<file path="src/rtl/i2c_slave_ctrl.sv">
`timescale 1ns/1ps
`default_nettype none
// ============================================================================
//  Module   : i2c_slave_ctrl
//  Purpose  : Byte-level I2C target controller. Oversamples SCL/SDA with Clk,
//             detects START / repeated START / STOP, matches a 7-bit address,
//             receives write bytes with ACK/NACK and serves read bytes loaded
//             through a one-cycle Tx_load handshake.
//  Ports    : Clk, Rst_n         - system clock, async active-low reset
//             Scl_i, Sda_i       - asynchronous bus pad inputs
//             Sda_oe             - 1 pulls SDA low (open drain)
//             Ack_en             - ACK (1) / NACK (0) received data bytes
//             Rx_data, Rx_valid  - received byte and its update pulse
//             Tx_data, Tx_load   - byte to send, captured while Tx_load=1
//             Addressed, Rw      - address matched, R/W bit of that match
//             Busy               - bus between START and STOP
//             Stop_det           - STOP pulse
//             Master_nack        - master NACKed a transmitted byte
//  Revision : 1.0  initial release
// ============================================================================
module i2c_slave_ctrl #(
  parameter logic [6:0] SLV_ADDR = 7'h50
) (
  input  logic       Clk,
  input  logic       Rst_n,
  input  logic       Scl_i,
  input  logic       Sda_i,
  output logic       Sda_oe,
  input  logic       Ack_en,
  output logic [7:0] Rx_data,
  output logic       Rx_valid,
  input  logic [7:0] Tx_data,
  output logic       Tx_load,
  output logic       Addressed,
  output logic       Rw,
  output logic       Busy,
  output logic       Stop_det,
  output logic       Master_nack
);

  typedef enum logic [2:0] {
    IDLE      = 3'd0,
    ADDR      = 3'd1,
    ADDR_ACK  = 3'd2,
    RX_DATA   = 3'd3,
    RX_ACK    = 3'd4,
    TX_DATA   = 3'd5,
    TX_ACK    = 3'd6,
    WAIT_STOP = 3'd7
  } state_t;

  // --------------------------------------------------------------------------
  // Input synchronizers plus one history flop; reset to the idle-bus level.
  // --------------------------------------------------------------------------
  logic scl_meta, scl_sync, scl_prev;
  logic sda_meta, sda_sync, sda_prev;

  always_ff @(posedge Clk or negedge Rst_n) begin
    if (!Rst_n) begin
      scl_meta <= 1'b1;
      scl_sync <= 1'b1;
      scl_prev <= 1'b1;
      sda_meta <= 1'b1;
      sda_sync <= 1'b1;
      sda_prev <= 1'b1;
    end else begin
      scl_meta <= Scl_i;
      scl_sync <= scl_meta;
      scl_prev <= scl_sync;
      sda_meta <= Sda_i;
      sda_sync <= sda_meta;
      sda_prev <= sda_sync;
    end
  end

  logic scl_rise, scl_fall, start_hit, stop_hit;

  assign scl_rise  =  scl_sync & ~scl_prev;
  assign scl_fall  = ~scl_sync &  scl_prev;
  // START/STOP need SCL stable high across the SDA transition.
  assign start_hit =  scl_sync & scl_prev &  sda_prev & ~sda_sync;
  assign stop_hit  =  scl_sync & scl_prev & ~sda_prev &  sda_sync;

  // --------------------------------------------------------------------------
  // Controller state
  // --------------------------------------------------------------------------
  state_t     state_q, state_d;
  logic [2:0] cnt_q, cnt_d;
  // Set on the 8th rise of a byte (or on the master's ACK in TX_ACK); the
  // following SCL fall then performs the slot transition.
  logic       done_q, done_d;
  logic [7:0] rx_sr_q, rx_sr_d;
  logic [7:0] tx_sr_q, tx_sr_d;
  logic       oe_q, oe_d;
  logic [7:0] rx_data_q, rx_data_d;
  logic       rx_valid_d, tx_load_d, stop_d, mnack_d;
  logic       addressed_q, addressed_d;
  logic       rw_q, rw_d;
  logic       busy_q, busy_d;
  logic       rx_valid_q, tx_load_q, stop_q, mnack_q;

  always_ff @(posedge Clk or negedge Rst_n) begin
    if (!Rst_n) begin
      state_q     <= IDLE;
      cnt_q       <= 3'd0;
      done_q      <= 1'b0;
      rx_sr_q     <= 8'd0;
      tx_sr_q     <= 8'd0;
      oe_q        <= 1'b0;
      rx_data_q   <= 8'd0;
      rx_valid_q  <= 1'b0;
      tx_load_q   <= 1'b0;
      addressed_q <= 1'b0;
      rw_q        <= 1'b0;
      busy_q      <= 1'b0;
      stop_q      <= 1'b0;
      mnack_q     <= 1'b0;
    end else begin
      state_q     <= state_d;
      cnt_q       <= cnt_d;
      done_q      <= done_d;
      rx_sr_q     <= rx_sr_d;
      tx_sr_q     <= tx_sr_d;
      oe_q        <= oe_d;
      rx_data_q   <= rx_data_d;
      rx_valid_q  <= rx_valid_d;
      tx_load_q   <= tx_load_d;
      addressed_q <= addressed_d;
      rw_q        <= rw_d;
      busy_q      <= busy_d;
      stop_q      <= stop_d;
      mnack_q     <= mnack_d;
    end
  end

  always_comb begin
    state_d     = state_q;
    cnt_d       = cnt_q;
    done_d      = done_q;
    rx_sr_d     = rx_sr_q;
    tx_sr_d     = tx_sr_q;
    oe_d        = oe_q;
    rx_data_d   = rx_data_q;
    addressed_d = addressed_q;
    rw_d        = rw_q;
    busy_d      = busy_q;
    rx_valid_d  = 1'b0;
    tx_load_d   = 1'b0;
    stop_d      = 1'b0;
    mnack_d     = 1'b0;

    if (start_hit) begin
      state_d     = ADDR;
      cnt_d       = 3'd0;
      done_d      = 1'b0;
      oe_d        = 1'b0;
      addressed_d = 1'b0;
      busy_d      = 1'b1;
    end else if (stop_hit) begin
      state_d     = IDLE;
      cnt_d       = 3'd0;
      done_d      = 1'b0;
      oe_d        = 1'b0;
      addressed_d = 1'b0;
      busy_d      = 1'b0;
      stop_d      = 1'b1;
    end else begin
      case (state_q)
        ADDR: begin
          if (scl_rise) begin
            rx_sr_d = {rx_sr_q[6:0], sda_sync};
            cnt_d   = cnt_q + 3'd1;
            if (cnt_q == 3'd7) begin
              // The 7 bits already shifted in are the address; SDA is R/W.
              if (rx_sr_q[6:0] == SLV_ADDR) begin
                addressed_d = 1'b1;
                rw_d        = sda_sync;
                done_d      = 1'b1;
                if (sda_sync) begin
                  tx_load_d = 1'b1;
                  tx_sr_d   = Tx_data;
                end
              end else begin
                state_d = WAIT_STOP;
              end
            end
          end else if (scl_fall && done_q) begin
            oe_d    = 1'b1;
            done_d  = 1'b0;
            state_d = ADDR_ACK;
          end
        end

        ADDR_ACK: begin
          if (scl_fall) begin
            cnt_d = 3'd0;
            if (rw_q) begin
              oe_d    = ~tx_sr_q[7];
              state_d = TX_DATA;
            end else begin
              oe_d    = 1'b0;
              state_d = RX_DATA;
            end
          end
        end

        RX_DATA: begin
          if (scl_rise) begin
            rx_sr_d = {rx_sr_q[6:0], sda_sync};
            cnt_d   = cnt_q + 3'd1;
            if (cnt_q == 3'd7) begin
              rx_data_d  = {rx_sr_q[6:0], sda_sync};
              rx_valid_d = 1'b1;
              done_d     = 1'b1;
            end
          end else if (scl_fall && done_q) begin
            oe_d    = Ack_en;
            done_d  = 1'b0;
            state_d = RX_ACK;
          end
        end

        RX_ACK: begin
          if (scl_fall) begin
            oe_d    = 1'b0;
            cnt_d   = 3'd0;
            state_d = RX_DATA;
          end
        end

        TX_DATA: begin
          if (scl_rise) begin
            cnt_d = cnt_q + 3'd1;
            if (cnt_q == 3'd7) begin
              done_d = 1'b1;
            end
          end else if (scl_fall) begin
            if (done_q) begin
              oe_d    = 1'b0;
              done_d  = 1'b0;
              state_d = TX_ACK;
            end else begin
              // Next bit moves into position 7 and goes straight onto the pin.
              tx_sr_d = {tx_sr_q[6:0], 1'b0};
              oe_d    = ~tx_sr_q[6];
            end
          end
        end

        TX_ACK: begin
          if (scl_rise) begin
            if (!sda_sync) begin
              tx_load_d = 1'b1;
              tx_sr_d   = Tx_data;
              done_d    = 1'b1;
            end else begin
              mnack_d = 1'b1;
              oe_d    = 1'b0;
              state_d = WAIT_STOP;
            end
          end else if (scl_fall && done_q) begin
            oe_d    = ~tx_sr_q[7];
            cnt_d   = 3'd0;
            done_d  = 1'b0;
            state_d = TX_DATA;
          end
        end

        default: begin
          // IDLE and WAIT_STOP stay passive until START/STOP.
        end
      endcase
    end
  end

  assign Sda_oe      = oe_q;
  assign Rx_data     = rx_data_q;
  assign Rx_valid    = rx_valid_q;
  assign Tx_load     = tx_load_q;
  assign Addressed   = addressed_q;
  assign Rw          = rw_q;
  assign Busy        = busy_q;
  assign Stop_det    = stop_q;
  assign Master_nack = mnack_q;

endmodule
`default_nettype wire

</file>
<file path="config.mk">
export PLATFORM = sky130hd
export DESIGN_NAME = i2c_slave_ctrl
export DESIGN_NICKNAME = d
export VERILOG_FILES = /design/src/rtl/i2c_slave_ctrl.sv
export SDC_FILE = /design/constraint.sdc
export NUM_CORES = 1
export LEC_CHECK = 0
export ABC_AREA = 1
export BUFFER_PORTS_ARGS = -buffer_cell sky130_fd_sc_hd__buf_2
export CORE_UTILIZATION = 45
export CTS_BUF_LIST = sky130_fd_sc_hd__clkbuf_4
export DETAILED_ROUTE_END_ITERATION = 16
export SETUP_SLACK_MARGIN = 0.1
export SYNTH_ARGS = -nofsm -noshare
export SYNTH_HDL_FRONTEND = slang
export SYNTH_SLANG_ARGS = --single-unit
</file>
<file path="constraint.sdc">
create_clock -name Clk -period 4.8 [get_ports Clk]
set_clock_uncertainty 0.15 [all_clocks]
set_input_delay 0.96 -clock Clk [delete_from_list [all_inputs] [get_ports Clk]]
set_output_delay 0.96 -clock Clk [all_outputs]
set_load 0.01 [all_outputs]
</file>
==> results of run 1 <==
-- cells by family (layout without fill, tap and decap cells) --
family                   after synthesis  count (layout)  share of synthesized area
buffers and inverters                 45              72                     0.0858
AND/OR/NAND/NOR                      214             214                      0.379
flip-flops                            44              44                      0.439
AO/OA/AOI/OAI                         29              29                     0.0709
adder cells (fa/ha/maj)                5               5                     0.0248
-- sequential cells by signal, summed over array words and instances, names as in the netlist, 3 cells and up --
| signal | cells |
|---|---|
| Rx_data | 8 |
| state_q | 3 |
| tx_sr_q | 8 |
| cnt_q | 3 |
| rx_sr_q | 7 |
-- placed cells by master, fill, tap and decap left out, types with 3 or more instances in the layout --
| master | n |
|---|---|
| clkbuf_4 | 5 |
| nand3_1 | 36 |
| a21oi_1 | 5 |
| buf_2 | 28 |
| nand2_1 | 124 |
| nand4_1 | 3 |
| nor2_1 | 34 |
| o21ai_2 | 7 |
| inv_2 | 3 |
| o21ai_0 | 14 |
| inv_1 | 30 |
| nand2_2 | 3 |
| dfstp_2 | 6 |
| dfrtp_1 | 38 |
| ha_1 | 5 |
-- stage by stage --
| stage | hold slack [ns] | std cells | instance area [sq um] | setup WS [ns] |
|---|---|---|---|---|
| after global placement | 0.196 | 426 | 2680 | 2.58 |
| final | 0.216 | 434 | 2760 | 2.54 |
| after detailed placement | 0.199 | 426 | 2680 | 2.55 |
| after global routing | 0.222 | 434 | 2760 | 2.34 |
| after floorplan | 0.195 | 337 | 2520 | 2.95 |
| after CTS | 0.218 | 434 | 2760 | 2.54 |
-- final timing paths --
check | slack, ns | cells past startpoint | from | to
setup / recovery | 2.54 | 7 | scl_sync | tx_sr_q[5]
hold / removal | 0.22 | 0 | scl_meta | scl_sync
setup reg to reg | 2.54 | 7 | scl_sync | tx_sr_q[5]
hold reg to reg | 0.22 | 0 | scl_meta | scl_sync
max in group asynchronous | 3.30 | 1 | Rst_n | tx_sr_q[4]
min in group asynchronous | 0.57 | 1 | Rst_n | Rw
-- routing by layer --
| layer | track usage | wire, um |
|---|---|---|
| met1 | 0.286 | 2630 |
| met2 | 0.328 | 2450 |
| met3 | 0.0381 | 247 |
| met4 | 0.0885 | 82 |
| met5 | 0 | 0 |
-- critical path, cell delays in order, from the launching register on --
cell and delay, ns:
dfstp_2 0.58, ha_1 0.40, inv_1 0.20, nand2_1 0.11, nor3b_4 0.43, nand2_4 0.15, nand2_1 0.09, nand2_1 0.05
-- layout make-up --
type | instances | area share
Inverter | 36 | 0.0517
Multi-Input combinational cell | 248 | 0.434
Timing Repair Buffer | 28 | 0.0507
Tap cell | 70 | 0.0317
Sequential cell | 44 | 0.401
Clock buffer | 5 | 0.0136
Clock inverter | 3 | 0.0168
-- power by group --
group	leakage [nW]	switching, mW	internal [mW]
Combinational	0.928	0.422	0.219
Sequential	0.567	0.0879	0.455
Clock	0.0418	0.132	0.111
Total	1.54	0.641	0.786
==> summary.txt, run 1 <==
Route
  – Residual DRC count: 0
  – DR WL/cell: roughly 12 um
  – Vias: 2148
  – Via-to-Cell Ratio: ~5
  – DRT Wirelength: 5410 um
  – First-pass DRT Iterations: 4
  – DR iter-0 viols: 161
  – Final ANT Viol Nets: 0

Worst setup path
  – Worst path required time: approximately 4.9 ns
  – Crit path DAT: approximately 2.4 ns
  – Worst setup SP type: flip-flop
  – CP Class: reg2reg
  – Worst setup EP type: flip-flop
  – CP max FO: 13

Finish
  – Fin util: 0.527
  – Register Area: roughly 0.0011 sq mm
  – Fillers: about 540
  – Share of layout cells above drive strength 1: 0.181
  – Area taken by multi-input logic gates: approximately 0.0012 sq mm
  – Synthesis-to-layout area growth: 9.42%
  – # nets final: between 300 and 400
  – # diodes: 0

Clock tree
  – Hold Buf Count CTS: 0
  – Post-CTS Setup Inserts: 0
  – Clock latency on the worst-skew pair: 0.37 ns
  – Clock-pin slew on the worst setup and hold paths: around 0.13 ns
  – H-tree depth: 2
  – Root buf cell: clkbuf_4
  – CTS tree: built
  – Total CTS buffers: 5
  – Post_cts resized: 0
  – CTS Buffer Depth: 2
  – Sink Count: 44

Floorplan
  – Total Die Area: roughly 0.0059 sq mm
  – Row cnt: 26
  – Starting Density: 0.482
  – Die height: 76.9 um
  – Die width: slightly below 80 um
  – Num ports: 29
  – Core ar.: roughly 0.0052 sq mm

Power and ir drop
  – Leakage: 1.54 nW
  – Largest vdd supply drop: approximately 0.23 mV
  – Pwr per Cell Area: between 500 and 600 mW/mm^2
  – Power, Total: approximately 1.4 mW

Timing
  – Slew HR: 0.348
  – # setup viols final: 0
  – Tightest Pin Transition: a little under 1 ns
  – Final hold vios: 0
  – Max Freq: ~440 MHz
  – RSZ-0062 raised after global routing: false
  – Fin Setup TNS: 0 ns
  – Final Critical Period: 2.26 ns
  – Final Max Tran Viols: 0
  – Crit share post-route: 0.471

Synthesis
  – Synthesized area: 0.00252 sq mm
  – Leading area contributor after synthesis: dfrtp_1
  – Area share of the largest cell type after synthesis: 0.377
  – Sequential fraction of the synthesis area: 0.439
  – Ranking of synthesized cells by area: dfrtp_1, nand2_1, nand3_1
  – #FFs+latches synth: 44
  – EDFF count, synth: 0
  – Ys Warns: 0
  – Most common cell in the netlist: nand2_1
  – Top FF cell, synth: dfrtp_1
  – Cell variety after synth: 32
  – Synth Instances: approximately 340
  – Ys async rst share: 1.00
  – Most frequent cells after synthesis: nand2_1, dfrtp_1, nand3_1
  – Post-Synthesis Net Count: between 300 and 400
  – Mapped Avg Cell Area: 7.49 sq um

Run
  – Number of max-cap violations: 0

Global route
  – Overall routing resource usage: 0.210
  – First-pass GRT wire length: between 9000 and 10000 um
  – Largest net degree at the start of global routing: 45
  – Antenna violations before repair: 0
  – Total gr overflow: 0
  – Vias in the first global route: about 2100

Hold path
  – Hold Path Class: reg2reg

Placed design
  – RD Place Congestion: 0.854
  – Dpl hpwl: 3960 um
  – Port Buffer Count: 28

Status
  – Status: completed
(Power assumes the default switching activity.)
==> inputs of run 2 (changes only) <==
Clock period 4.8 ns to 2.1 ns, I/O delays scaled along.
==> run 2 against run 1 <==
Net effect:
- sequential power rose by 120%
- global-route usage down 0.16 points
- sequential share of layout area fell by 4.3 points
- critical path depth increased by 3
- via count rose by 6.8%
- utilization rose by 6.4 points
- final area up 12%
- sequential cell count did not move
- critical path type unchanged
- hold slack got worse by 0.011 ns
- count of clock-buffer cells in the layout stayed put
- highest routed layer unchanged
==> summary.txt, run 2 (synthesized netlist as in run 1, its figures left out) <==
Worst setup path
  – CP Cell Sequence: ha_4, inv_4, nor2_4, nor2_4, inv_2, nand2_2, nor3b_4, nand2_4, nand2_2, nand2_2
  – CP max stage cell: dfstp_2
  – CP Class: reg2reg
  – Crit path DAT: approximately 2.1 ns
  – Reg2reg path depth: 10
  – CP dominant cell by count: nand2_2
  – CP max FO: 8
  – Worst setup SP type: flip-flop
  – Worst path required time: 2.23 ns
  – Worst setup EP type: flip-flop
  – Slowest cell delay on critical path: ~0.62 ns

Power and ir drop
  – Leakage: 1.67 nW
  – Largest vdd supply drop: roughly 0.52 mV
  – Power, Total: approximately 3.5 mW
  – Pwr per Cell Area: between 1000 and 1500 mW/mm^2

Placed design
  – Setup WS pre-CTS: 0.0692 ns
  – Dpl hpwl: 4340 um
  – RD Place Congestion: between 0.9 and 1
  – Placed Instance Area: ~0.0028 sq mm
  – Placed cell count: around 440
  – Port Buffer Count: 28

Floorplan
  – Row cnt: 26
  – Starting Density: 0.482
  – Num ports: 29
  – Die width: just under 80 um
  – Total Die Area: roughly 0.006 sq mm
  – Die height: roughly 77 um
  – Core ar.: about 0.0052 sq mm

Global route
  – First-pass GRT wire length: 9720 um
  – Overall routing resource usage: 0.209
  – Total gr overflow: 0
  – Largest net degree at the start of global routing: 31
  – Vias in the first global route: approximately 2100
  – Antenna violations before repair: 0

Clock tree
  – Sink Count: 44
  – Total CTS buffers: 5
  – H-tree depth: 2
  – CTS Buffer Depth: 2
  – Clock-pin slew on the worst setup and hold paths: around 0.14 ns
  – Root buf cell: clkbuf_4
  – Clock latency on the worst-skew pair: between 0.3 and 0.4 ns
  – CTS tree: built

Finish
  – Area taken by multi-input logic gates: roughly 0.0013 sq mm
  – Fin cells: approximately 460
  – Commonest non-fill, non-tap cell in the layout: nand2_1
  – Synthesis-to-layout area growth: 22.8%
  – Fin util: 0.591
  – Register Area: between 0.001 and 0.0015 sq mm
  – Fillers: 493
  – Share of layout cells above drive strength 1: 0.306
  – Final instance area: slightly above 0.003 sq mm
  – Commonest non-fill, non-tap cells in the layout: nand2_1, dfrtp_1, nand3_1, nor2_1, buf_2
  – # nets final: just over 400
  – # diodes: 0

Route
  – Via-to-Cell Ratio: around 5
  – DRT Wirelength: slightly below 6000 um
  – Residual DRC count: 0
  – First-pass DRT Iterations: 5
  – DR iter-0 viols: around 170
  – Final ANT Viol Nets: 0
  – DR WL/cell: 12.7 um
  – Vias: about 2300

Timing
  – Fin Setup TNS: 0 ns
  – Final Critical Period: just under 2 ns
  – RSZ-0062 raised after global routing: true
  – Final hold vios: 0
  – Worst hold slack: between 0.2 and 0.25 ns
  – Tightest Pin Transition: around 0.63 ns
  – Max Freq: roughly 500 MHz
  – Final Max Tran Viols: 0
  – Final WS setup: roughly 0.15 ns
  – Crit share post-route: 0.930
  – # setup viols final: 0
  – Slew HR: 0.581

Run
  – Number of max-cap violations: 0

Hold path
  – Hold path depth: 5
  – Hold Path Class: in2reg

Status
  – Status: completed
## run 2: changes by cell type in the layout (fill, tap and decap cells not counted), moves of 5 or more
| cell | previous run | this run |
|---|---|---|
| nand3_1 | 36 | 31 |
| nand3_2 | 1 | 6 |
| buf_4 | 0 | 20 |
| nand2_2 | 3 | 12 |
| nor2_1 | 34 | 29 |
| nand2_1 | 124 | 114 |
## run 2: cell type report
cell class	instances	area share
tap	70	0.0283
clock inverter	3	0.0149
inverter	36	0.0477
clock buffer	5	0.0121
multi-input combinational	248	0.428
timing repair buffer	53	0.111
sequential	44	0.359
## run 2: final timing paths
check / slack (ns) / start / to
setup / recovery: 0.15 / scl_prev / tx_sr_q[3]
hold / removal: 0.20 / Tx_data[0] / tx_sr_q[0]
setup reg to reg: 0.15 / scl_prev / tx_sr_q[3]
hold reg to reg: 0.21 / scl_meta / scl_sync
max in group asynchronous: 0.76 / Rst_n / state_q[2]
min in group asynchronous: 0.43 / Rst_n / cnt_q[0]
## run 2: power by group
group          internal (mW)  leakage [nW]  total [mW]  switching [mW]
Combinational          0.665          1.06        1.74            1.08
Sequential              1.05         0.564        1.22           0.176
Clock                  0.255        0.0418       0.557           0.302
## run 2: timing repair
item / in CTS / in global routing
pin swaps: 0 / 16
endpoints found under the hold margin: 24 / 0
gates resized for setup: 4 / 40
endpoints found under the setup margin: 8 / 25
hold buffers: 3 / 0
buffers inserted: 0 / 4
## run 2: worst max-delay path, delay by kind of cell, from the launching register on
kind	cells	cell delay, ns
and+or+nand+nor	7	0.83
DFF	1	0.62
adders and majority gates	1	0.18
buffers and inverters	2	0.09
## run 2: per-layer routing
metal,vias to the layer above,wire length (um),global-route usage
li1,1170,-,-
met2,74,2780,0.338
met5,-,0,0
met4,0,39,0.0635
met1,1046,2700,0.286
met3,5,292,0.0321
